`src/rtl/monster_spawn_controller_if.sv`:
```
// -----------------------------------------------------------------------------
// monster_spawn_controller_if
// Groups the game-side signals of the top-monster spawn controller.
//   tick             : game-time enable, one Clk wide (game -> controller)
//   top_monster_vga  : renderer alive flag; low while alive = laser kill
//   top_monster_ctrl : request to display the top monster (controller -> game)
//   top_broken       : top shield broken indication
//   score[7:0]       : monsters killed, saturating
//   lives[1:0]       : remaining lives
//   game_over        : high once lives reach 0
// Modports: master = game/renderer side, slave = controller side.
// -----------------------------------------------------------------------------
interface monster_spawn_controller_if;
    logic       tick;
    logic       top_monster_vga;
    logic       top_monster_ctrl;
    logic       top_broken;
    logic [7:0] score;
    logic [1:0] lives;
    logic       game_over;

    modport master (
        output tick,
        output top_monster_vga,
        input  top_monster_ctrl,
        input  top_broken,
        input  score,
        input  lives,
        input  game_over
    );

    modport slave (
        input  tick,
        input  top_monster_vga,
        output top_monster_ctrl,
        output top_broken,
        output score,
        output lives,
        output game_over
    );
endinterface

```
`src/rtl/monster_spawn_controller.sv`:
```
// -----------------------------------------------------------------------------
// monster_spawn_controller
// Sequences one top monster: wait in IDLE, show it while ALIVE, count a laser
// kill or break the shield on timeout, and stop in OVER when lives run out.
// Ports:
//   Clk    : system clock (same slow clock as the renderer)
//   Reset  : synchronous, active-low reset
//   bus    : monster_spawn_controller_if.slave (tick, top_monster_vga in;
//            top_monster_ctrl, top_broken, score, lives, game_over out)
// Optional feature macro: MONSTER_RANDOM_SPAWN_EN -- adds an 8-bit LFSR that
// randomises the spawn delay by 0..31 ticks. Undefined: fixed SPAWN_DELAY.
//
// state   | meaning
// --------+-----------------------------------------------------------
// IDLE    | waiting spawn_target ticks before the monster appears
// ALIVE   | monster shown; waits for a kill or ATTACK_TIME ticks
// KILLED  | one-cycle kill acknowledge, score incremented
// BROKEN  | shield broken for BROKEN_HOLD ticks, one life lost
// OVER    | no lives left; holds until reset
// -----------------------------------------------------------------------------
module monster_spawn_controller #(
    parameter int SPAWN_DELAY = 64,
    parameter int ATTACK_TIME = 200,
    parameter int BROKEN_HOLD = 32
) (
    input  logic                          Clk,
    input  logic                          Reset,
    monster_spawn_controller_if.slave     bus
);

    localparam int TMAX_A = (SPAWN_DELAY + 31 > ATTACK_TIME) ? SPAWN_DELAY + 31 : ATTACK_TIME;
    localparam int TMAX   = (TMAX_A > BROKEN_HOLD) ? TMAX_A : BROKEN_HOLD;
    localparam int TW     = $clog2(TMAX + 1);

    localparam logic [TW-1:0] ATTACK_TC = TW'(ATTACK_TIME - 1);
    localparam logic [TW-1:0] BROKEN_TC = TW'(BROKEN_HOLD - 1);

    typedef enum logic [2:0] {
        S_IDLE   = 3'd0,
        S_ALIVE  = 3'd1,
        S_KILLED = 3'd2,
        S_BROKEN = 3'd3,
        S_OVER   = 3'd4
    } state_t;

    state_t        state_q, state_d;
    logic [TW-1:0] timer_q, timer_d;
    logic [1:0]    alive_cnt_q, alive_cnt_d;
    logic [7:0]    score_q, score_d;
    logic [1:0]    lives_q, lives_d;
    logic          ctrl_q, broken_q, over_q;
    logic [TW-1:0] spawn_tc;

`ifdef MONSTER_RANDOM_SPAWN_EN
    localparam logic [7:0] LFSR_SEED = 8'hA5;

    logic [7:0]    lfsr_q;
    logic [TW-1:0] spawn_target_q;

    // Target is captured on entry to IDLE so the delay stays fixed while waiting.
    always_ff @(posedge Clk) begin
        if (!Reset) begin
            lfsr_q         <= LFSR_SEED;
            spawn_target_q <= TW'(SPAWN_DELAY) + TW'(LFSR_SEED[4:0]);
        end else begin
            if (bus.tick) begin
                lfsr_q <= {lfsr_q[6:0], lfsr_q[7] ^ lfsr_q[5] ^ lfsr_q[4] ^ lfsr_q[3]};
            end
            if (state_d == S_IDLE && state_q != S_IDLE) begin
                spawn_target_q <= TW'(SPAWN_DELAY) + TW'(lfsr_q[4:0]);
            end
        end
    end

    assign spawn_tc = spawn_target_q - TW'(1);
`else
    assign spawn_tc = TW'(SPAWN_DELAY - 1);
`endif

    always_comb begin
        state_d     = state_q;
        timer_d     = timer_q;
        alive_cnt_d = alive_cnt_q;
        score_d     = score_q;
        lives_d     = lives_q;

        case (state_q)
            S_IDLE: begin
                if (bus.tick) begin
                    if (timer_q == spawn_tc) begin
                        state_d     = S_ALIVE;
                        timer_d     = '0;
                        alive_cnt_d = 2'd0;
                    end else begin
                        timer_d = timer_q + TW'(1);
                    end
                end
            end
            S_ALIVE: begin
                if (alive_cnt_q != 2'd3) begin
                    alive_cnt_d = alive_cnt_q + 2'd1;
                end
                // Kill is checked every Clk and takes priority over a timeout tick.
                if (alive_cnt_q >= 2'd2 && !bus.top_monster_vga) begin
                    state_d = S_KILLED;
                    if (score_q != 8'hFF) begin
                        score_d = score_q + 8'd1;
                    end
                end else if (bus.tick) begin
                    if (timer_q == ATTACK_TC) begin
                        state_d = S_BROKEN;
                        timer_d = '0;
                        if (lives_q != 2'd0) begin
                            lives_d = lives_q - 2'd1;
                        end
                    end else begin
                        timer_d = timer_q + TW'(1);
                    end
                end
            end
            S_KILLED: begin
                state_d = S_IDLE;
                timer_d = '0;
            end
            S_BROKEN: begin
                if (bus.tick) begin
                    if (timer_q == BROKEN_TC) begin
                        state_d = (lives_q == 2'd0) ? S_OVER : S_IDLE;
                        timer_d = '0;
                    end else begin
                        timer_d = timer_q + TW'(1);
                    end
                end
            end
            S_OVER: begin
                state_d = S_OVER;
            end
            default: begin
                state_d = S_IDLE;
                timer_d = '0;
            end
        endcase
    end

    // Output flags are decoded from the next state so they line up with it.
    always_ff @(posedge Clk) begin
        if (!Reset) begin
            state_q     <= S_IDLE;
            timer_q     <= '0;
            alive_cnt_q <= 2'd0;
            score_q     <= 8'd0;
            lives_q     <= 2'd3;
            ctrl_q      <= 1'b0;
            broken_q    <= 1'b0;
            over_q      <= 1'b0;
        end else begin
            state_q     <= state_d;
            timer_q     <= timer_d;
            alive_cnt_q <= alive_cnt_d;
            score_q     <= score_d;
            lives_q     <= lives_d;
            ctrl_q      <= (state_d == S_ALIVE);
            broken_q    <= (state_d == S_BROKEN);
            over_q      <= (state_d == S_OVER);
        end
    end

    assign bus.top_monster_ctrl = ctrl_q;
    assign bus.top_broken       = broken_q;
    assign bus.score            = score_q;
    assign bus.lives            = lives_q;
    assign bus.game_over        = over_q;

endmodule

```
`src/flat_wrapper.sv`:
```
// flat-port wrapper written by rule: the top's interface ports become plain ports
module monster_spawn_controller_flat 
#(
    parameter int SPAWN_DELAY = 64,
    parameter int ATTACK_TIME = 200,
    parameter int BROKEN_HOLD = 32
)
  (Clk, Reset, bus_tick, bus_top_monster_vga, bus_top_monster_ctrl, bus_top_broken, bus_score, bus_lives, bus_game_over);
  monster_spawn_controller_if bus_i ();
  input  logic Clk;
  input  logic Reset;
  input wire logic [$bits(bus_i.tick)-1:0] bus_tick;
  input wire logic [$bits(bus_i.top_monster_vga)-1:0] bus_top_monster_vga;
  output wire logic [$bits(bus_i.top_monster_ctrl)-1:0] bus_top_monster_ctrl;
  output wire logic [$bits(bus_i.top_broken)-1:0] bus_top_broken;
  output wire logic [$bits(bus_i.score)-1:0] bus_score;
  output wire logic [$bits(bus_i.lives)-1:0] bus_lives;
  output wire logic [$bits(bus_i.game_over)-1:0] bus_game_over;
  assign bus_i.tick = bus_tick;
  assign bus_i.top_monster_vga = bus_top_monster_vga;
  assign bus_top_monster_ctrl = bus_i.top_monster_ctrl;
  assign bus_top_broken = bus_i.top_broken;
  assign bus_score = bus_i.score;
  assign bus_lives = bus_i.lives;
  assign bus_game_over = bus_i.game_over;
  monster_spawn_controller #(.SPAWN_DELAY(SPAWN_DELAY), .ATTACK_TIME(ATTACK_TIME), .BROKEN_HOLD(BROKEN_HOLD)) u_core (.Clk(Clk), .Reset(Reset), .bus(bus_i));
endmodule
```
`config.mk`:
```
export PLATFORM = sky130hd
export DESIGN_NAME = monster_spawn_controller_flat
export DESIGN_NICKNAME = d
export VERILOG_FILES = /design/src/rtl/monster_spawn_controller_if.sv /design/src/rtl/monster_spawn_controller.sv /design/src/flat_wrapper.sv
export SDC_FILE = /design/constraint.sdc
export NUM_CORES = 1
export LEC_CHECK = 0
export BUFFER_PORTS_ARGS = -buffer_cell sky130_fd_sc_hd__buf_4
export CORE_ASPECT_RATIO = 1.5
export CORE_MARGIN = 2
export CORE_UTILIZATION = 35
export CTS_CLUSTER_SIZE = 8
export DETAILED_ROUTE_END_ITERATION = 6
export GPL_ROUTABILITY_DRIVEN = 0
export GPL_TIMING_DRIVEN = 0
export PLACE_DENSITY = 0.61
export RECOVER_POWER = 25
export SLEW_MARGIN = 20
export SYNTH_ARGS = -nofsm -noshare
export SYNTH_HDL_FRONTEND = slang
export SYNTH_SLANG_ARGS = --single-unit
export TNS_END_PERCENT = 100
```
`constraint.sdc`:
```
create_clock -name Clk -period 2.6 [get_ports Clk]
set_clock_uncertainty 0.05 [all_clocks]
set_input_delay 0.39 -clock Clk [delete_from_list [all_inputs] [get_ports Clk]]
set_output_delay 0.39 -clock Clk [all_outputs]
set_load 0.005 [all_outputs]
```
==> impl_metrics.py, run 1 <==
metrics = {
    "run_status": {
        "status": "finished, final reports clean",
    },
    "timing": {
        "finalSetupViolCount": 0,
        "tns_ns": 0,
        "fin_crit_ns": 1.99,
        "final.period_utilization_pct": 76.6,
        "fin_ws_ns": 0.609,
        "drv_slew": 0,
        "hold_slack_ns": 0.285,
        "max_freq_mhz": 502,
        "rsz0062_at_grt": "false",
        "final-hold-violation-count": 0,
        "slew-limit-headroom_pct": 61.0,
        "worstMarginPinSlew_ns": 0.585,
    },
    "yosys": {
        "yosysMostFrequentCell": "dfxtp_1",
        "ys_seq_area_share_pct": 37.5,
        "synth.mux.area_fraction_pct": 2.53,
        "ys_ff_latch": 26,
        "synth_cell_types": 42,
        "synth-xor-area-share_pct": 3.79,
        "synth_simple_gate_area_share_pct": 31.4,
        "synth_top_area_cell": "dfxtp_1",
        "synth_top_area_share_pct": 37.5,
        "synthArstFlopShare_pct": 0,
        "avgSynthCellArea_um2": 8.61,
        "syn_nets": 170,
        "synth_area_um2": 1390,
        "yosysWarnings": 0,
        "synth_adder_area_share_pct": 4.51,
        "synth_top_family_by_area": "simple AND/OR/NAND/NOR gates",
        "synth_commonest_cells": "dfxtp_1, nand2_1, nor2_1, nand3_1, a21oi_1",
        "syn_inst": 161,
        "synth_compound_area_share_pct": 17.3,
        "synthFlopType": "dfxtp_1",
        "synth_edf_count": 0,
        "ys_top_cells_by_area": "dfxtp_1, nand3_1, nand2_1",
    },
    "global_routing": {
        "grt_pass1_vias": 1283,
        "grt_pass1_wl_mm": 5.46,
        "overflow": 0,
        "grt_max_degree": 15,
        "grt_usage_pct": 14.9,
        "antenna_found_initial": 0,
    },
    "worst_setup_path": {
        "ff2ff_path_depth": 7,
        "path_max_fanout": 9,
        "cp.required_ns": 2.75,
        "r2r_end": "u_core.timer_q[4]",
        "critPathCapture": "u_core.timer_q[4]",
        "worstSetupStartpointType": "register",
        "r2r-start": "u_core.alive_cnt_q[0]",
        "critPathCaptureType": "register",
        "crit_arrival_ns": 2.15,
        "path_class": "reg2reg",
        "reg2reg_slack_ns": 0.61,
        "critPathLaunch": "u_core.alive_cnt_q[0]",
    },
    "cells_and_area": {
        "diodes": 0,
        "areaGrowthSynthToFinish_pct": 16.7,
        "layout-drive-gt1-share_pct": 17.7,
        "final_nets": 191,
        "finish.utilization_pct": 41.6,
    },
    "power_and_ir_drop": {
        "total_power_uw": 691,
        "vdd_drop_max_mv": 0.232,
        "leakage_uw": 0.000626,
        "cellPowerDensity_nw_per_um2": 427,
    },
    "route": {
        "drcViolationCount": 0,
        "ant_nets": 0,
        "drt_first_iter_violations": 58,
        "vias_per_cell": 5.40,
        "firstDrtPassIters": 4,
        "num_vias": 1221,
        "routed_wl_mm": 3.00,
        "wl_per_cell_um": 13.3,
    },
    "clocking": {
        "cts_tree": "yes",
        "numCtsBuffers": 3,
        "ctsHtreeMaxLevel": 1,
        "cts.sinks": 26,
        "clockRootBuffer": "clkbuf_8",
        "cts_resized": 0,
        "postCtsSetupBuffers": 0,
        "postCtsHoldBufs": 0,
        "cts_buffer_depth": 2,
        "clk_pin_slew_ns": 0.09,
        "insertion_delay_ns": 0.27,
    },
    "placed_design": {
        "port_buffers": 16,
        "dp_hpwl_mm": 2.26,
        "dp_slack_ns": 0.646,
    },
    "floorplan": {
        "core-area_um2": 3890,
        "io_pins": 17,
        "rows": 28,
        "start_util_pct": 35.6,
        "fp.dieW_um": 55.4,
        "dieArea_um2": 4490,
        "die_h_um": 81.1,
    },
    "min_path": {
        "hold_path_class": "in2reg",
        "holdPathStages": 2,
    },
    "job": {
        "drv_cap": 0,
    },
}
cell type report:
cell class / count / area [um^2]
Inverter: 6 / 22.5
Sequential cell: 26 / 520
Fill cell: 401 / 2270
Multi-Input combinational cell: 125 / 826
Tap cell: 45 / 56.3
Buffer: 4 / 17.5
Clock buffer: 4 / 55.1
Timing Repair Buffer: 16 / 120
worst max-delay path: stages (launching register included):
cell and delay, ns:
dfxtp_1 0.38, inv_1 0.06, ha_1 0.22, o21bai_4 0.19, o21ai_0 0.15, a21o_1 0.31, or4_1 0.43, a21oi_1 0.14
cells by family after synthesis:
group	count (synthesis)
multiplexers	3
buffers and inverters	10
XOR/XNOR	6
flip-flops	26
AO/OA/AOI/OAI	32
AND/OR/NAND/NOR	79
adder cells (fa/ha/maj)	5
power by group:
group          internal (uW)  switching (uW)
logic                   9.46            16.4
registers                400            2.29
clock network            135             127
total                    545             146
through the flow:
step,cells,instance area (um^2)
global placement,222,1560
CTS,226,1620
global route,226,1620
floorplan,161,1390
finish,226,1620
detailed placement,222,1560
flip-flops by register name (all words and copies together) (netlist names):
register and flops:
u_core.bus.score 8, u_core.timer_q 8, u_core.state_q 3, u_core.alive_cnt_q 2
u_core.bus.lives 2, u_core.bus.game_over 1, u_core.bus.top_broken 1, u_core.bus.top_monster_ctrl 1
layer usage:
metal,wire [um],GRT usage (%),part of all wire [%]
met5,0,0,0
met4,21,5.85,0.70
met3,68,1.91,2.3
met2,1660,29.8,55
met1,1250,15.6,42
cells in the final DEF (no fill, tap or decap), types with 2 or more instances in the layout:
cell type,count
a31oi_1,6
clkbuf_4,9
o21a_1,2
xnor2_1,3
a21oi_1,12
a21o_1,2
and4_1,2
nand3_1,15
inv_1,6
nor3_1,3
clkbuf_8,4
ha_1,5
clkbuf_1,2
nand4_1,3
and3_1,3
nand2b_1,3
o21ai_0,3
dfxtp_1,26
buf_4,7
nor2b_1,2
nor2_1,16
mux2i_1,2
nand2_1,18
xor2_1,3
and2_1,2
or2_2,2
or4_1,2
worst min-delay path by stage:
stage | to | start
final | u_core.bus.lives[1] | Reset
after detailed placement | u_core.timer_q[1] | u_core.timer_q[1]
after global placement | u_core.timer_q[1] | u_core.timer_q[1]
after floorplan | u_core.timer_q[1] | u_core.timer_q[1]
after global routing | u_core.bus.lives[1] | Reset
after CTS | u_core.bus.lives[1] | Reset
Note: power is estimated with default switching activity, not from simulation.
==> run 2, diff against run 1 <==
--- a/config.mk
+++ b/config.mk
@@ -13,7 +13,7 @@
 export DETAILED_ROUTE_END_ITERATION = 6
 export GPL_ROUTABILITY_DRIVEN = 0
 export GPL_TIMING_DRIVEN = 0
-export PLACE_DENSITY = 0.61
+export PLACE_DENSITY = 0.63
 export RECOVER_POWER = 25
 export SLEW_MARGIN = 20
 export SYNTH_ARGS = -nofsm -noshare
==> constraint.sdc (replaced) <==
create_clock -name Clk -period 1.7 [get_ports Clk]
set_clock_uncertainty 0.05 [all_clocks]
set_input_delay 0.255 -clock Clk [delete_from_list [all_inputs] [get_ports Clk]]
set_output_delay 0.255 -clock Clk [all_outputs]
set_load 0.005 [all_outputs]
==> impl_metrics.py, run 2 (synthesized netlist as in run 1, its figures left out) <==
metrics = {
    "run_status": {
        "status": "finished, final reports clean",
    },
    "clocking": {
        "postCtsHoldBufs": 0,
        "cts_buffer_depth": 2,
        "clockRootBuffer": "clkbuf_8",
        "ctsHtreeMaxLevel": 1,
        "insertion_delay_ns": 0.28,
        "cts_tree": "yes",
        "numCtsBuffers": 3,
        "clk_pin_slew_ns": 0.09,
        "cts.sinks": 26,
    },
    "timing": {
        "drv_slew": 0,
        "tns_ns": 0,
        "fin_crit_ns": 1.70,
        "max_freq_mhz": 590,
        "worstMarginPinSlew_ns": 0.544,
        "finalSetupViolCount": 0,
        "rsz0062_at_grt": "true",
        "final-hold-violation-count": 0,
        "final.period_utilization_pct": 99.8,
        "slew-limit-headroom_pct": 63.7,
        "hold_slack_ns": 0.139,
    },
    "job": {
        "drv_cap": 0,
    },
    "cells_and_area": {
        "fill_cells": 365,
        "areaGrowthSynthToFinish_pct": 39.7,
        "multi_input_area_um2": 953,
        "finish.utilization_pct": 49.8,
        "diodes": 0,
        "final_cell_mix": "buf_4, nand2_1, nor2_1, dfxtp_1, a21oi_1",
        "final_nets": 212,
        "final_common_cell": "buf_4",
        "layout-drive-gt1-share_pct": 41.6,
        "register_area_um2": 541,
    },
    "power_and_ir_drop": {
        "total_power_uw": 1080,
        "vdd_drop_max_mv": 0.459,
        "leakage_uw": 0.000746,
        "cellPowerDensity_nw_per_um2": 558,
    },
    "global_routing": {
        "grt_max_degree": 15,
        "grt_pass1_vias": 1322,
        "grt_usage_pct": 15.7,
        "antenna_found_initial": 0,
        "grt_pass1_wl_mm": 5.69,
        "overflow": 0,
    },
    "worst_setup_path": {
        "path_max_fanout": 5,
        "crit_chain": "inv_2, ha_4, o21bai_4, o21ai_2, a21o_2, or4_1, a21oi_1",
        "slowest_delay_ns": 0.39,
        "path_class": "reg2reg",
        "cp_slowest_cell": "or4_1",
        "cp.required_ns": 1.85,
        "r2r-start": "u_core.alive_cnt_q[0]",
        "reg2reg_slack_ns": 0.004,
        "critPathCaptureType": "register",
        "ff2ff_path_depth": 7,
        "worstSetupStartpointType": "register",
        "r2r_end": "u_core.timer_q[4]",
        "crit_arrival_ns": 1.85,
    },
    "floorplan": {
        "rows": 28,
        "start_util_pct": 35.6,
        "core-area_um2": 3890,
        "fp.dieW_um": 55.4,
        "io_pins": 17,
        "dieArea_um2": 4490,
        "die_h_um": 81.1,
    },
    "route": {
        "num_vias": 1309,
        "routed_wl_mm": 3.46,
        "vias_per_cell": 5.30,
        "drcViolationCount": 0,
        "wl_per_cell_um": 14.0,
        "drt_first_iter_violations": 24,
        "ant_nets": 0,
        "firstDrtPassIters": 4,
    },
    "placed_design": {
        "port_buffers": 16,
        "dp_hpwl_mm": 2.22,
    },
    "min_path": {
        "holdPathStages": 2,
        "hold_end": "u_core.bus.lives[1]",
        "hold_path_class": "in2reg",
        "hp-start": "Reset",
    },
}
[run 2: changes by cell type in the layout (fill, tap and decap cells not counted), moves of 2 or more]
cell      previous run  this run
dfxtp_2              0         7
dfxtp_4              0         3
dfxtp_1             26        16
buf_6                0         3
a21oi_2              0         2
nand3_2              0         7
o21ai_0              3         1
ha_1                 5         2
clkbuf_4             9         5
buf_4                7        30
nand3_1             15         7
a21oi_1             12        10
ha_4                 0         3
[run 2: stage by stage]
step	worst slack (ns)	std cells	instance area (um^2)
global placement	-0.234	222	1570
CTS	-0.0212	235	1770
detailed placement	-0.244	222	1570
global route	-0.0785	247	1940
floorplan	-0.00911	161	1390
finish	0.00381	247	1940
[run 2: worst max-delay path, delay by kind of cell (launching register included)]
kind,cells,cell delay [ns]
compound gates,4,0.63
fa+ha+maj,1,0.15
buf+inv,1,0.05
flops,1,0.35
simple gates,1,0.39
[run 2: routing by layer]
metal	global-route usage, %	vias up	routed length, um
met5	0	-	0
met2	31.0	15	1990
met1	15.9	631	1350
met3	1.59	5	66
li1	-	658	-
met4	8.54	0	48
[run 2: layout make-up]
| type | instances | area share (%) |
|---|---|---|
| Buffer | 4 | 1.03 |
| Clock buffer | 4 | 2.84 |
| Inverter | 6 | 1.16 |
| Multi-Input combinational cell | 125 | 49.2 |
| Sequential cell | 26 | 27.9 |
| Tap cell | 45 | 2.91 |
| Timing Repair Buffer | 37 | 14.9 |
[run 2: how the worst max path moves through the flow]
stage,startpoint,endpoint,slack [ns],cells after the start
after global routing,u_core.alive_cnt_q[0],u_core.timer_q[4],-0.08,7
after floorplan,u_core.alive_cnt_q[0],u_core.timer_q[4],-0.009,7
after CTS,u_core.timer_q[1],u_core.bus.lives[1],-0.02,6
after global placement,u_core.timer_q[0],u_core.bus.top_broken,-0.23,6
after detailed placement,u_core.timer_q[0],u_core.bus.top_broken,-0.24,6
final,u_core.alive_cnt_q[0],u_core.timer_q[4],0.004,7
[run 2: power breakdown]
part	total [uW]	internal [uW]	switching (uW)	leakage, uW
sequential	612	608	4.14	0.000216
combinational	57.9	25.8	32.1	0.000502
clock	410	207	203	0.0000288
total	1080	841	239	0.000746
[run 2: timing repair]
action | 4_1_cts | 5_1_grt
resized for setup | 22 | 24
cloned | 0 | 1
pin swaps | 13 | 15
setup buffers | 9 | 11
setup endpoints to repair | 23 | 22
